<file path="config.mk">
export PLATFORM = sky130hd
export DESIGN_NAME = vx_dp_ram_fifo_ctrl
export DESIGN_NICKNAME = d
export VERILOG_FILES = /design/src/rtl/vx_dp_ram_fifo_ctrl.sv
export SDC_FILE = /design/constraint.sdc
export NUM_CORES = 1
export LEC_CHECK = 0
export ABC_AREA = 1
export BUFFER_PORTS_ARGS = -buffer_cell sky130_fd_sc_hd__buf_2
export CORE_MARGIN = 10
export CORE_UTILIZATION = 30
export DETAILED_ROUTE_END_ITERATION = 12
export GPL_ROUTABILITY_DRIVEN = 0
export SKIP_CTS_REPAIR_TIMING = 1
export SYNTH_ARGS = -nofsm -noshare
export SYNTH_HDL_FRONTEND = slang
export SYNTH_SLANG_ARGS = --single-unit
</file>
<file path="constraint.sdc">
create_clock -name clk -period 2.9 [get_ports clk]
set_input_delay 0.145 -clock clk [delete_from_list [all_inputs] [get_ports clk]]
set_output_delay 0.145 -clock clk [all_outputs]
set_load 0.01 [all_outputs]
</file>
<file path="src/rtl/vx_dp_ram_fifo_ctrl.sv">
// Valid/ready queue on top of an external dual-port RAM with a registered read port.
// A 2-entry flop buffer absorbs the 1-cycle read latency for full dequeue throughput.
module vx_dp_ram_fifo_ctrl #(
  parameter int DATAW = 32,
  parameter int SIZE  = 16,
  parameter int ADDRW = $clog2(SIZE),
  parameter int CNTW  = $clog2(SIZE + 3)
) (
  input  logic             clk,
  input  logic             reset_n,
  input  logic             flush,
  input  logic             enq_valid,
  output logic             enq_ready,
  input  logic [DATAW-1:0] enq_data,
  output logic             deq_valid,
  input  logic             deq_ready,
  output logic [DATAW-1:0] deq_data,
  output logic [CNTW-1:0]  count,
  output logic             ram_wren,
  output logic [ADDRW-1:0] ram_waddr,
  output logic [DATAW-1:0] ram_wdata,
  output logic [ADDRW-1:0] ram_raddr,
  input  logic [DATAW-1:0] ram_rdata
);

  localparam int RCW = ADDRW + 1;

  logic [ADDRW-1:0] wr_ptr;
  logic [ADDRW-1:0] rd_ptr;
  logic [RCW-1:0]   ram_count;
  logic             pending;
  logic [1:0]       out_count;
  logic [DATAW-1:0] head;
  logic [DATAW-1:0] second;

  logic       enq_fire;
  logic       deq_fire;
  logic       issue;
  logic [1:0] occ_after_pop;
  logic [1:0] cap_idx;

  always_comb begin
    enq_ready     = reset_n & (ram_count != RCW'(SIZE)) & ~flush;
    enq_fire      = enq_valid & enq_ready;
    deq_valid     = (out_count != 2'd0);
    deq_fire      = deq_valid & deq_ready;
    occ_after_pop = out_count + 2'(pending) - 2'(deq_fire);
    issue         = (ram_count != '0) & (occ_after_pop < 2'd2) & ~flush;
    // Captured word goes to the slot left free after any same-cycle pop.
    cap_idx       = out_count - 2'(deq_fire);
    deq_data      = head;
    count         = CNTW'(ram_count) + CNTW'(pending) + CNTW'(out_count);
    ram_wren      = enq_fire;
    ram_waddr     = wr_ptr;
    ram_wdata     = enq_data;
    ram_raddr     = rd_ptr;
  end

  always_ff @(posedge clk or negedge reset_n) begin
    if (!reset_n) begin
      wr_ptr    <= '0;
      rd_ptr    <= '0;
      ram_count <= '0;
      pending   <= 1'b0;
      out_count <= '0;
      head      <= '0;
      second    <= '0;
    end else if (flush) begin
      wr_ptr    <= '0;
      rd_ptr    <= '0;
      ram_count <= '0;
      pending   <= 1'b0;
      out_count <= '0;
    end else begin
      if (enq_fire) wr_ptr <= wr_ptr + 1'b1;
      if (issue)    rd_ptr <= rd_ptr + 1'b1;
      case ({enq_fire, issue})
        2'b10:   ram_count <= ram_count + 1'b1;
        2'b01:   ram_count <= ram_count - 1'b1;
        default: ram_count <= ram_count;
      endcase
      pending   <= issue;
      out_count <= out_count + 2'(pending) - 2'(deq_fire);
      if (deq_fire) head <= second;
      if (pending) begin
        if (cap_idx == 2'd0) head <= ram_rdata;
        else                 second <= ram_rdata;
      end
    end
  end

endmodule

</file>
==> key figures <==
Run status
  • Status: complete, no violations

Synthesis
  • Post-Synthesis Cells: 482
  • Mapped cell area: 4130 um^2
  • Fraction of the mapped netlist area in simple logic gates: 9.97%
  • Main combinational cell family by area after synthesis: compound AO/OA/AOI/OAI gates
  • Compound-Gate Fraction of Synth Area: 20.2%
  • Post-Synth Adder-Cell Area: 3.58%
  • Unique masters post-synth: 25
  • Mux share of post-synthesis cell area: 0%
  • Yosys reg bits: 80
  • Avg Synthesized Cell Area: 8.57 um^2
  • Sequential share of the synthesized area: 48.5%
  • XOR/XNOR Fraction of Synth Area: 1.27%
  • Syn Nets: 561
  • Synth Warn #: 0

Critical path
  • CP max stage cell: dfrtp_1
  • CP Max Fanout: 5
  • Reg2Reg Depth: 19
  • CP cell instances: inv_2 -> nand3_1 -> o21ai_1 -> ha_2 -> inv_1 -> nand3_1 -> nand3_4 -> nor2_4 -> inv_2 -> fa_2 -> inv_1 -> nand3_1 -> nand2_1 -> xor2_1 -> inv_1 -> nand2_1 -> nand2_1 -> nand3_1 -> nand2_1
  • CP max stage delay: 0.42 ns
  • Critical path buffer and inverter count: 5
  • Worst EP required: 3.13 ns
  • Crit path kind: reg -> reg
  • CP Data Arrival Time: 2.81 ns
  • Endpoint class of the critical path: flop
  • Levels on crit path: 19
  • Family with the most delay on the worst path: simple AND/OR/NAND/NOR gates
  • Startpoint types: flop

Route
  • Initial detailed-routing violation count: 198
  • Number of routed nets with antenna violations: 0
  • WL/cell: 13.7 um
  • Drt total wl: 9810 um
  • Vias/cell: 4.60
  • First-pass DRT Iterations: 4
  • DR DRC count: 0
  • Vias post-DR: 3289

STA
  • Total Neg Setup Slack: 0 ns
  • Fin Clk Skew: 0.00697 ns
  • Fin. Hold Viols: 0
  • Fmax: 0.388 GHz
  • Min Hold Slack: 0.0718 ns
  • Final Setup Violations: 0
  • Final period utilization: 88.9%
  • RSZ-0062 raised after global routing: no
  • Final Slew Violations: 0
  • Slew HR: 31.0%
  • Worst slew pin tran: 1.03 ns
  • Post-route minimum period: 2.58 ns

Floorplan
  • Initial Util: 30.9%
  • Die area: 18900 um^2
  • Row cnt: 42
  • Core area: 13300 um^2
  • Die X: 137 um
  • # IOs: 149
  • Die Y: 137 um

Final layout
  • Antenna Cells: 0
  • Fin cells: 715
  • Share of cells above drive strength 1: 23.9%
  • Final net count: 613
  • P&R area growth vs syn: 17.8%

GRT
  • Met3 Track Usage GR: 4.04%
  • Aggregate global-route resource usage: 10.9%
  • Met2 Use GR: 16.7%
  • Initial antenna violation count: 0
  • Global route hottest layer: met2
  • Grt total ovfl: 0
  • Met1 Use GR: 12.8%
  • Vias in the first global route: 3382
  • Pin count of the biggest net entering global routing: 81
  • Global-route wire length before repair: 16500 um

Clock network
  • Clk root buf: clkbuf_16
  • Worst-Skew Late Latency: 0.34 ns
  • H-tree depth: 3
  • CTS buffer count: 9
  • Clock transition at path regs: 0.06 ns
  • Clock Path Buffers: 2
  • CTS tree: built
  • Clock sinks: 80

Flow run
  • Maxcap violations: 0

Placement
  • Detailed placement HPWL: 6830 um
  • Quantity of I/O buffers inserted on ports: 84
  • Post-placement cell count: 693

Hold path
  • Hold Crit Class: in -> reg
  • Hold depth: 3

Power and ir drop
  • PwrDens: 1030 nW/um^2
  • VDD IR max: 355 uV
  • LEAKAGE: 2.54 nW
-- power breakdown --
| group | internal, W | switching, W | leakage [nW] |
|---|---|---|---|
| sequential | 0.00159 | 0.000276 | 0.999 |
| clock | 0.000737 | 0.000458 | 0.155 |
| combinational | 0.000806 | 0.00116 | 1.39 |
| total | 0.00313 | 0.00190 | 2.54 |
-- per-layer routing --
layer  wire length [um]  share of wire, %
met4                272               2.8
met5                  0                 0
met2               4500                46
met1               4160                42
met3                874               8.9
-- state kept, by name (all words and copies together) (netlist names) --
register / flops
ram_count: 5
second: 32
deq_data: 32
pending: 1
out_count: 2
ram_waddr: 4
ram_raddr: 4
-- metrics by stage --
stage	power (W)	util, %	setup WS [ns]	area, um^2
after floorplan	0.00317	-	0.417	4130
after detailed placement	0.00382	33.7	0.119	4500
final	0.00503	36.4	0.323	4860
after global placement	0.00375	33.7	0.295	4500
after global routing	0.00548	36.4	0.0189	4860
after CTS	0.00506	36.1	0.108	4810
-- layout by cell type (no fill, tap or decap), drive strengths merged, types with 2 or more instances in the layout --
cell,count
clkbuf,12
xor2,4
fa,3
a21oi,8
nor2,14
ha,7
clkinv,2
o211ai,32
o21ai,107
nand3,18
dfrtp,80
xnor2,2
buf,97
nand2,60
inv,88
-- cell usage after synthesis (all sizes together) --
master	n	area share, %
a21oi	8	1.2
o21ai	107	13
buf	50	8.0
nand2	60	5.8
ha	7	2.1
o211ai	32	5.8
xnor2	2	0.42
dfrtp	80	48
xor2	4	0.85
fa	3	1.5
clkbuf	6	0.55
a22o	1	0.21
nor2	14	1.5
inv	88	8.0
nor3	1	0.12
or2	1	0.15
nand3	18	2.5
-- worst register-to-register path, stage by stage (launching register included) --
cell	delay [ns]
dfrtp_1	0.42
inv_2	0.09
nand3_1	0.11
o21ai_1	0.12
ha_2	0.22
inv_1	0.06
nand3_1	0.12
nand3_4	0.11
nor2_4	0.15
inv_2	0.08
fa_2	0.35
inv_1	0.06
nand3_1	0.05
nand2_1	0.08
xor2_1	0.17
inv_1	0.06
nand2_1	0.06
nand2_1	0.05
nand3_1	0.07
nand2_1	0.06
-- path summary, 6_finish.rpt --
check	from	endpoint	slack, ns
hold / removal	ram_rdata[17]	second[17]$_DFFE_PN0P_	0.07
hold reg to reg	ram_waddr[3]$_DFFE_PN0P_	ram_waddr[3]$_DFFE_PN0P_	0.47
max in group asynchronous	reset_n	deq_data[31]$_DFFE_PN0N_	2.17
setup reg to reg	out_count[0]$_DFF_PN0_	ram_count[4]$_DFFE_PN0P_	0.32
min in group asynchronous	reset_n	ram_waddr[2]$_DFFE_PN0P_	0.08
setup / recovery	out_count[0]$_DFF_PN0_	ram_count[4]$_DFFE_PN0P_	0.32
-- cell families after synthesis --
| group | Yosys count |
|---|---|
| and+or+nand+nor | 94 |
| buffers and inverters | 144 |
| DFF | 80 |
| xor gates and xnor gates | 6 |
| AOI/OAI and AO/OA | 148 |
| adders and majority gates | 10 |
-- layout make-up --
type / instances / area (um^2)
Clock inverter: 4 / 51.3
Fill cell: 1405 / 8480
Timing Repair Buffer: 97 / 533
Sequential cell: 80 / 2000
Inverter: 88 / 330
Clock buffer: 12 / 267
Tap cell: 176 / 220
Multi-Input combinational cell: 258 / 1460
No activity file was read; power rests on OpenSTA's default activity.
